File: src/rtl/serial_sub_pkg.sv
// Shared types and helpers for the bit-serial subtractor.
//   state_t    : controller states (IDLE, RUN, DONE)
//   cnt_width  : bit-counter width for a given operand width (never below 1)
package serial_sub_pkg;

  typedef enum logic [1:0] {
    IDLE = 2'd0,
    RUN  = 2'd1,
    DONE = 2'd2
  } state_t;

  // Counter spans 0..width-1, so $clog2(width) bits are enough.
  // A one-bit floor keeps the declaration legal for the smallest width.
  function automatic int cnt_width(input int width);
    return ($clog2(width) > 1) ? $clog2(width) : 1;
  endfunction

endpackage

File: src/rtl/full_subtractor.sv
// One-bit full-subtractor cell: d = a - b - bin, with borrow-out.
// This is the arithmetic inverse of the 1-bit full-adder cell.
//   a    : minuend bit
//   b    : subtrahend bit
//   bin  : borrow in
//   d    : difference bit
//   bout : borrow out
module full_subtractor (
  input  logic a,
  input  logic b,
  input  logic bin,
  output logic d,
  output logic bout
);

  assign d    = a ^ b ^ bin;
  // Borrow when b exceeds a outright, or when they are equal and a borrow
  // is already pending.
  assign bout = (~a & b) | (~(a ^ b) & bin);

endmodule

File: src/rtl/serial_subtractor.sv
// Bit-serial WIDTH-bit subtractor: diff = (a - b) mod 2^WIDTH, LSB first,
// one bit per clock through a single full-subtractor cell.
//   clk    : rising-edge clock
//   rst    : synchronous, active-high reset
//   start  : request a new operation (honoured only while busy = 0)
//   a, b   : minuend / subtrahend, captured when start is accepted
//   busy   : high while bits are being processed (WIDTH cycles)
//   done   : one-cycle pulse when diff/borrow have just been updated
//   diff   : last completed result, held until the next one completes
//   borrow : last completed borrow-out (1 iff a < b, unsigned)
module serial_subtractor #(
  parameter int WIDTH = 8
) (
  input  logic             clk,
  input  logic             rst,
  input  logic             start,
  input  logic [WIDTH-1:0] a,
  input  logic [WIDTH-1:0] b,
  output logic             busy,
  output logic             done,
  output logic [WIDTH-1:0] diff,
  output logic             borrow
);

  import serial_sub_pkg::*;

  localparam int                CNT_W    = cnt_width(WIDTH);
  localparam logic [CNT_W-1:0] LAST_BIT = CNT_W'(WIDTH - 1);

  state_t             state;
  logic [CNT_W-1:0]   count;
  logic [WIDTH-1:0]   sa;
  logic [WIDTH-1:0]   sb;
  logic [WIDTH-1:0]   sr;
  logic [WIDTH-1:0]   sr_next;
  logic               bflop;
  logic               cell_d;
  logic               cell_bout;

  full_subtractor u_cell (
    .a    (sa[0]),
    .b    (sb[0]),
    .bin  (bflop),
    .d    (cell_d),
    .bout (cell_bout)
  );

  // Working register after this cycle's bit is shifted into the MSB. After
  // WIDTH shifts the first (LSB) result bit has arrived at bit 0.
  always_comb begin
    // NOTE: assign a full default before the partial override so no path
    // leaves sr_next unassigned; otherwise a latch would be inferred.
    sr_next            = sr >> 1;
    sr_next[WIDTH-1]   = cell_d;
  end

  // NOTE: every register below uses non-blocking assignment so all state
  // updates see the pre-edge values, matching the hardware flops.
  always_ff @(posedge clk) begin
    if (rst) begin
      state  <= IDLE;
      count  <= '0;
      sa     <= '0;
      sb     <= '0;
      sr     <= '0;
      bflop  <= 1'b0;
      busy   <= 1'b0;
      done   <= 1'b0;
      diff   <= '0;
      borrow <= 1'b0;
    end else begin
      case (state)
        // DONE accepts start exactly like IDLE, which gives back-to-back
        // operation with start held high.
        IDLE, DONE: begin
          done <= 1'b0;
          if (start) begin
            sa    <= a;
            sb    <= b;
            sr    <= '0;
            bflop <= 1'b0;
            count <= '0;
            busy  <= 1'b1;
            state <= RUN;
          end else begin
            state <= IDLE;
          end
        end

        // start is not examined here, so a request while busy has no effect.
        RUN: begin
          sa    <= sa >> 1;
          sb    <= sb >> 1;
          sr    <= sr_next;
          bflop <= cell_bout;
          count <= count + 1'b1;
          if (count == LAST_BIT) begin
            // Outputs are written only here, so partial results never show.
            diff   <= sr_next;
            borrow <= cell_bout;
            busy   <= 1'b0;
            done   <= 1'b1;
            state  <= DONE;
          end
        end

        default: begin
          busy  <= 1'b0;
          done  <= 1'b0;
          state <= IDLE;
        end
      endcase
    end
  end

endmodule

File: config.mk
export PLATFORM = sky130hd
export DESIGN_NAME = serial_subtractor
export DESIGN_NICKNAME = d
export VERILOG_FILES = /design/src/rtl/serial_sub_pkg.sv /design/src/rtl/full_subtractor.sv /design/src/rtl/serial_subtractor.sv
export SDC_FILE = /design/constraint.sdc
export NUM_CORES = 1
export LEC_CHECK = 0
export ABC_AREA = 1
export BUFFER_PORTS_ARGS = -buffer_cell sky130_fd_sc_hd__buf_2
export CORE_UTILIZATION = 45
export DETAILED_ROUTE_END_ITERATION = 10
export PLACE_DENSITY_LB_ADDON = 0.3
export SYNTH_ARGS = -nofsm -noshare
export SYNTH_HDL_FRONTEND = slang
export SYNTH_HIERARCHICAL = 1
export SYNTH_SLANG_ARGS = --single-unit
File: constraint.sdc
create_clock -name clk -period 4.32 [get_ports clk]
set_clock_uncertainty 0.05 [all_clocks]
set_input_delay 0.216 -clock clk [delete_from_list [all_inputs] [get_ports clk]]
set_output_delay 0.216 -clock clk [all_outputs]
set_load 0.03 [all_outputs]
# == Word level (Yosys, flattened, before mapping) ==
# Cells that the tools add are included.
# totals
reg_bits,41
in_bits,19
output_inout_bits,11
# classes
add_sub_neg,1
n_eq_ne,5
n_mux,16
n_bitwise,8
n_reduce_logical,7
# ops
cell,count
$pmux W8 S2,3
$mux W8,3
$pmux W3 S2,1
$reduce_and A2 Y1,3
$mux W1,4
$ne A2 B2 Y1 const B,2
$pmux W1 S2,2
$pmux W2 S2,1
$reduce_or A2 Y1,2
$add A3 B1 Y3 const B,1
$eq A3 B3 Y1 const B,1
$mux W3,1
$not A1 Y1,3
$and A1 B1 Y1,2
$eq A2 B1 Y1 const B,1
$eq A2 B2 Y1 const B,1
$logic_not A2 Y1,1
$mux W2,1
$reduce_bool A2 Y1,1
$xor A1 B1 Y1,2
$or A1 B1 Y1,1

# == Longest topological paths before layout ==
# depth
ltp_word,5
mapped_depth,7

# == Modules after synthesis ==
# The synthesis kept the hierarchy.
# modules_own_cells
mod,n_inst,cells_per_inst,area_each_um2,seq_area_each_um2
serial_subtractor,1,246,1720.4,800.8
full_subtractor,1,4,31.3,0.0

# == Least setup slack after synthesis ==
# Ideal clock, no wire load.
# synth_path
path_kind,register to register
start,register count[0]
end,register diff[4]
setup_ns,0.122
arrival_ns,1.214
required_time_ns,4.148
path_slack_ns,2.934
path_stages_with_launch,7
n_path_buf,1
cell_sequence,dfxtp_1 -> ha_1 -> ha_1 -> clkbuf_1 -> nand2_1 -> nand3_1 -> o21ai_0
# synth_between
elab_chain_cells,2
# synth_rtl
item,line_no,rtl
from (decl),serial_subtractor.sv:31,logic [CNT_W-1:0] count;
from (signal assigned),serial_subtractor.sv:96,count <= count + 1'b1;
$eq A3 B3 Y1,serial_subtractor.sv:97,if (count == LAST_BIT) begin
$reduce_and A2 Y1 (no source line),n/a,
to (signal assigned),serial_subtractor.sv:99,diff <= sr_next;
to (decl),serial_subtractor.sv:21,"output logic [WIDTH-1:0] diff,"
# Every way passes these cells.
# A chain may end at the register's enable or synchronous reset.

# == Worst setup path after layout ==
# layout_path
start,register state[1]
end,register sr[4]
# layout_between
elab_chain_cells,4
# layout_rtl
item,line_no,rtl
from (decl),serial_subtractor.sv:30,state_t state;
from (signal assigned),serial_subtractor.sv:61,state <= IDLE;
from (signal assigned),serial_subtractor.sv:84,state <= RUN;
from (signal assigned),serial_subtractor.sv:86,state <= IDLE;
$eq A2 B2 Y1 / $logic_not A2 Y1 (equally long branches),serial_subtractor.sv:72,case (state)
$reduce_or A2 Y1,serial_subtractor.sv:72,
$ne A2 B2 Y1 (no source line) / $reduce_bool A2 Y1 (equally long branches),n/a,
$reduce_and A2 Y1 (no source line),n/a,
to (signal assigned),serial_subtractor.sv:94,sr <= sr_next;
to (decl),serial_subtractor.sv:34,logic [WIDTH-1:0] sr;
# Several ways; a longest one is shown, not always the timed one.

==> impl_metrics.csv <==
group,metric,value,unit
logic_synthesis,ys_types,21,
flow_run,maxCapViolCount,0,
routing,num_vias,1505,
power_and_ir_drop,p_total,0.000795,W
grt,grt_pass1_wl,6.03,mm
logic_synthesis,syn-num-nets,272,
worst_setup_path,crit_start,"state[1]$_SDFFE_PP0P_",
logic_synthesis,synth.area.top_cells,"dfxtp_1, nand2_1, nor2_1",
min_path,hold_path_depth,3,
clock_tree,numCtsBuffers,5,
power_and_ir_drop,power.share.sequential,49.7,%
clock_tree,cts_buffer_depth,2,
logic_synthesis,synth-main-ff-cell,"dfxtp_1",
placement,numPortBuffers,29,
sta,timing.slew.headroom,43.9,%
floorplanning,dieArea,4150,µm²
sta,worstMarginPinSlew,837,ps
power_and_ir_drop,clkPwrFrac,37.1,%
clock_tree,root_buffer,"clkbuf_8",
power_and_ir_drop,powerDensity,398,nW/µm²
routing,postRouteAntennaNets,0,
logic_synthesis,synthesis.area,1750,µm²
clock_tree,cts_resized,0,
routing,drtPass1Iterations,4,
finish,drive_gt1_share,15.0,%
floorplanning,initial_core_util,47.5,%
grt,track_usage,18.9,%
sta,setup_tns,0,ps
floorplanning,die_w,64.4,µm
logic_synthesis,synth_edf_count,0,
grt,grt_max_degree,46,
worst_setup_path,arrival,2120,ps
routing,drtIter0Drc,142,
sta,fin_crit_sh,45.3,%
logic_synthesis,synth_top_family_by_area,"simple AND/OR/NAND/NOR gates",
clock_tree,clk_latency,290,ps
min_path,min_path_type,"in2reg",
floorplanning,core,3690,µm²
min_path,hp-start,"a[7]",
logic_synthesis,synth_simple_gate_area_share,34.4,%
floorplanning,ios,30,
logic_synthesis,postSynthCellCount,250,
floorplanning,fp.dieH,64.4,µm
finish,nNetsFinal,295,
finish,fill_cells,382,
clock_tree,cts_sinks,40,
logic_synthesis,synth-compound-area-share,7.79,%
sta,timing.fmax,511,MHz
worst_setup_path,crit_fanout,45,
finish,diodes,0,
sta,rsz0062_at_grt,"no",
grt,grt_overflow_total,0,
power_and_ir_drop,ir_drop,319,µV
worst_setup_path,r2r_start,"state[1]$_SDFFE_PP0P_",
logic_synthesis,muxShareOfSynthArea,0,%
power_and_ir_drop,internal-power,0.000595,W
grt,grt_pass1_vias,1376,
power_and_ir_drop,p_leak,0.917,nW
logic_synthesis,seq_area_frac_synth,45.7,%
clock_tree,holdBufCountCts,0,
logic_synthesis,netlist_top_cells_count,"nand2_1, nor2_1, dfxtp_1",
status,status,"complete, no violations",
sta,setup_viol,0,
finish,area_growth,13.9,%
routing,viasPerCell,4.67,
logic_synthesis,yosysMostFrequentCell,"nand2_1",
grt,grt_antenna_before_repair,0,
worst_setup_path,crit_path_start_kind,"flop",
worst_setup_path,worstSetupPathType,"reg2reg",
logic_synthesis,synthAdderAreaFrac,2.57,%
logic_synthesis,async_reset_ff_share,0,%
sta,hold_violations,0,
logic_synthesis,synth_warnings,6,
worst_setup_path,r2r_cells,4,
logic_synthesis,synth.ff_latch_count,40,
placement,dp_hpwl,2.11,mm
routing,drc,0,
logic_synthesis,yosysTopAreaCellShare,45.7,%
logic_synthesis,syn_area_per_cell,7.01,µm²
worst_setup_path,crit_required,4480,ps
clock_tree,cts_tree,"done",
power_and_ir_drop,switching_share,25.1,%
clock_tree,path_clk_slew,70,ps
routing,drt_wl_total,3.27,mm
clock_tree,htree_num_levels,2,
power_and_ir_drop,p_comb_share,13.2,%
clock_tree,postCtsSetupBuffers,0,
sta,period_minus_slack,1960,ps
sta,slew_violations,0,
logic_synthesis,synth_largest_area_cell,"dfxtp_1",
routing,wl_per_cell,10.2,µm
floorplanning,fp-row-count,22,
placement,gp_congestion,0.714,
logic_synthesis,synth_xor_area_share,0,%
power_and_ir_drop,switchingPower,0.000199,W
worst_setup_path,critPathCaptureType,"flop",
## final timing paths
| path | to | slack (ps) |
|---|---|---|
| max | sr[4]$_SDFFE_PP0P_ | 2360 |
| min | sa[7]$_SDFFE_PP0P_ | 130 |
| max reg2reg | sr[4]$_SDFFE_PP0P_ | 2360 |
| min reg2reg | diff[2]$_SDFFE_PP0P_ | 410 |
## power groups by stage
stage	combinational, W	clock, W	sequential (W)
final	0.000105	0.000295	0.000395
after detailed placement	0.000105	0	0.000403
after floorplan	0.0000844	0	0.000404
after CTS	0.000106	0.000301	0.000395
after global placement	0.000105	0	0.000403
after global routing	0.000123	0.000323	0.000398
## cell families after synthesis
kind of cell / Yosys count
AOI/OAI and AO/OA: 26
adders and majority gates: 3
buffers and inverters: 39
DFF: 40
and+or+nand+nor: 142
## per-stage QoR
stage          hold slack (ps)  worst slack, ps  area, µm²  cells  utilization (%)
5_1_grt                    125             2080       2000    322             54.1
2_1_floorplan              245             2930       1750    250                -
3_5_place_dp               404             2350       1890    314             51.2
3_3_place_gp               397             2370       1890    314             51.2
4_1_cts                    121             2340       2000    322             54.1
6_report                   126             2360       2000    322             54.1
## registers in the layout, indices dropped and copies added, names as in the netlist
| register | cells |
|---|---|
| sa | 8 |
| sb | 8 |
| done | 1 |
| count | 3 |
| busy | 1 |
| diff | 8 |
| state | 2 |
| bflop | 1 |
| sr | 7 |
| borrow | 1 |
## worst max-delay path, stage by stage (launching register included)
cell     delay [ps]
dfxtp_1         370
inv_1            90
nand2_2         570
nand2_2         490
o22ai_1         300
## routing by layer
metal	track usage [%]	share of wire (%)
met5	0	0
met4	7.22	1.5
met3	6.43	4.6
met2	29.5	43
met1	23.9	50
## layout by cell type, fill, tap and decap left out
cell / Yosys / final
buf_2: 4 / 29
bufinv_16: 0 / 1
nor2_4: 1 / 1
nand3b_1: 3 / 3
dfxtp_1: 40 / 40
nand3_1: 30 / 30
ha_1: 2 / 2
a21oi_1: 12 / 12
nand2_4: 1 / 1
nor3_1: 1 / 1
o21ai_1: 1 / 1
o21ai_0: 8 / 8
nand2_1: 61 / 61
clkinv_1: 1 / 1
nor2_1: 43 / 43
clkinv_2: 0 / 1
fa_1: 1 / 1
clkbuf_8: 0 / 5
clkbuf_1: 5 / 1
inv_2: 1 / 1
nand2_2: 2 / 2
o22ai_1: 5 / 5
inv_1: 24 / 24
## area by class of cell
cell class	count	area [µm²]	share of cell area [%]
Clock buffer	6	72.6	3.64
Clock inverter	2	35.0	1.76
Inverter	26	97.6	4.89
Multi-Input combinational cell	171	785	39.3
Sequential cell	40	801	40.1
Tap cell	48	60.1	3.01
Timing Repair Buffer	29	145	7.27
Note: power is estimated with default switching activity, not from simulation.
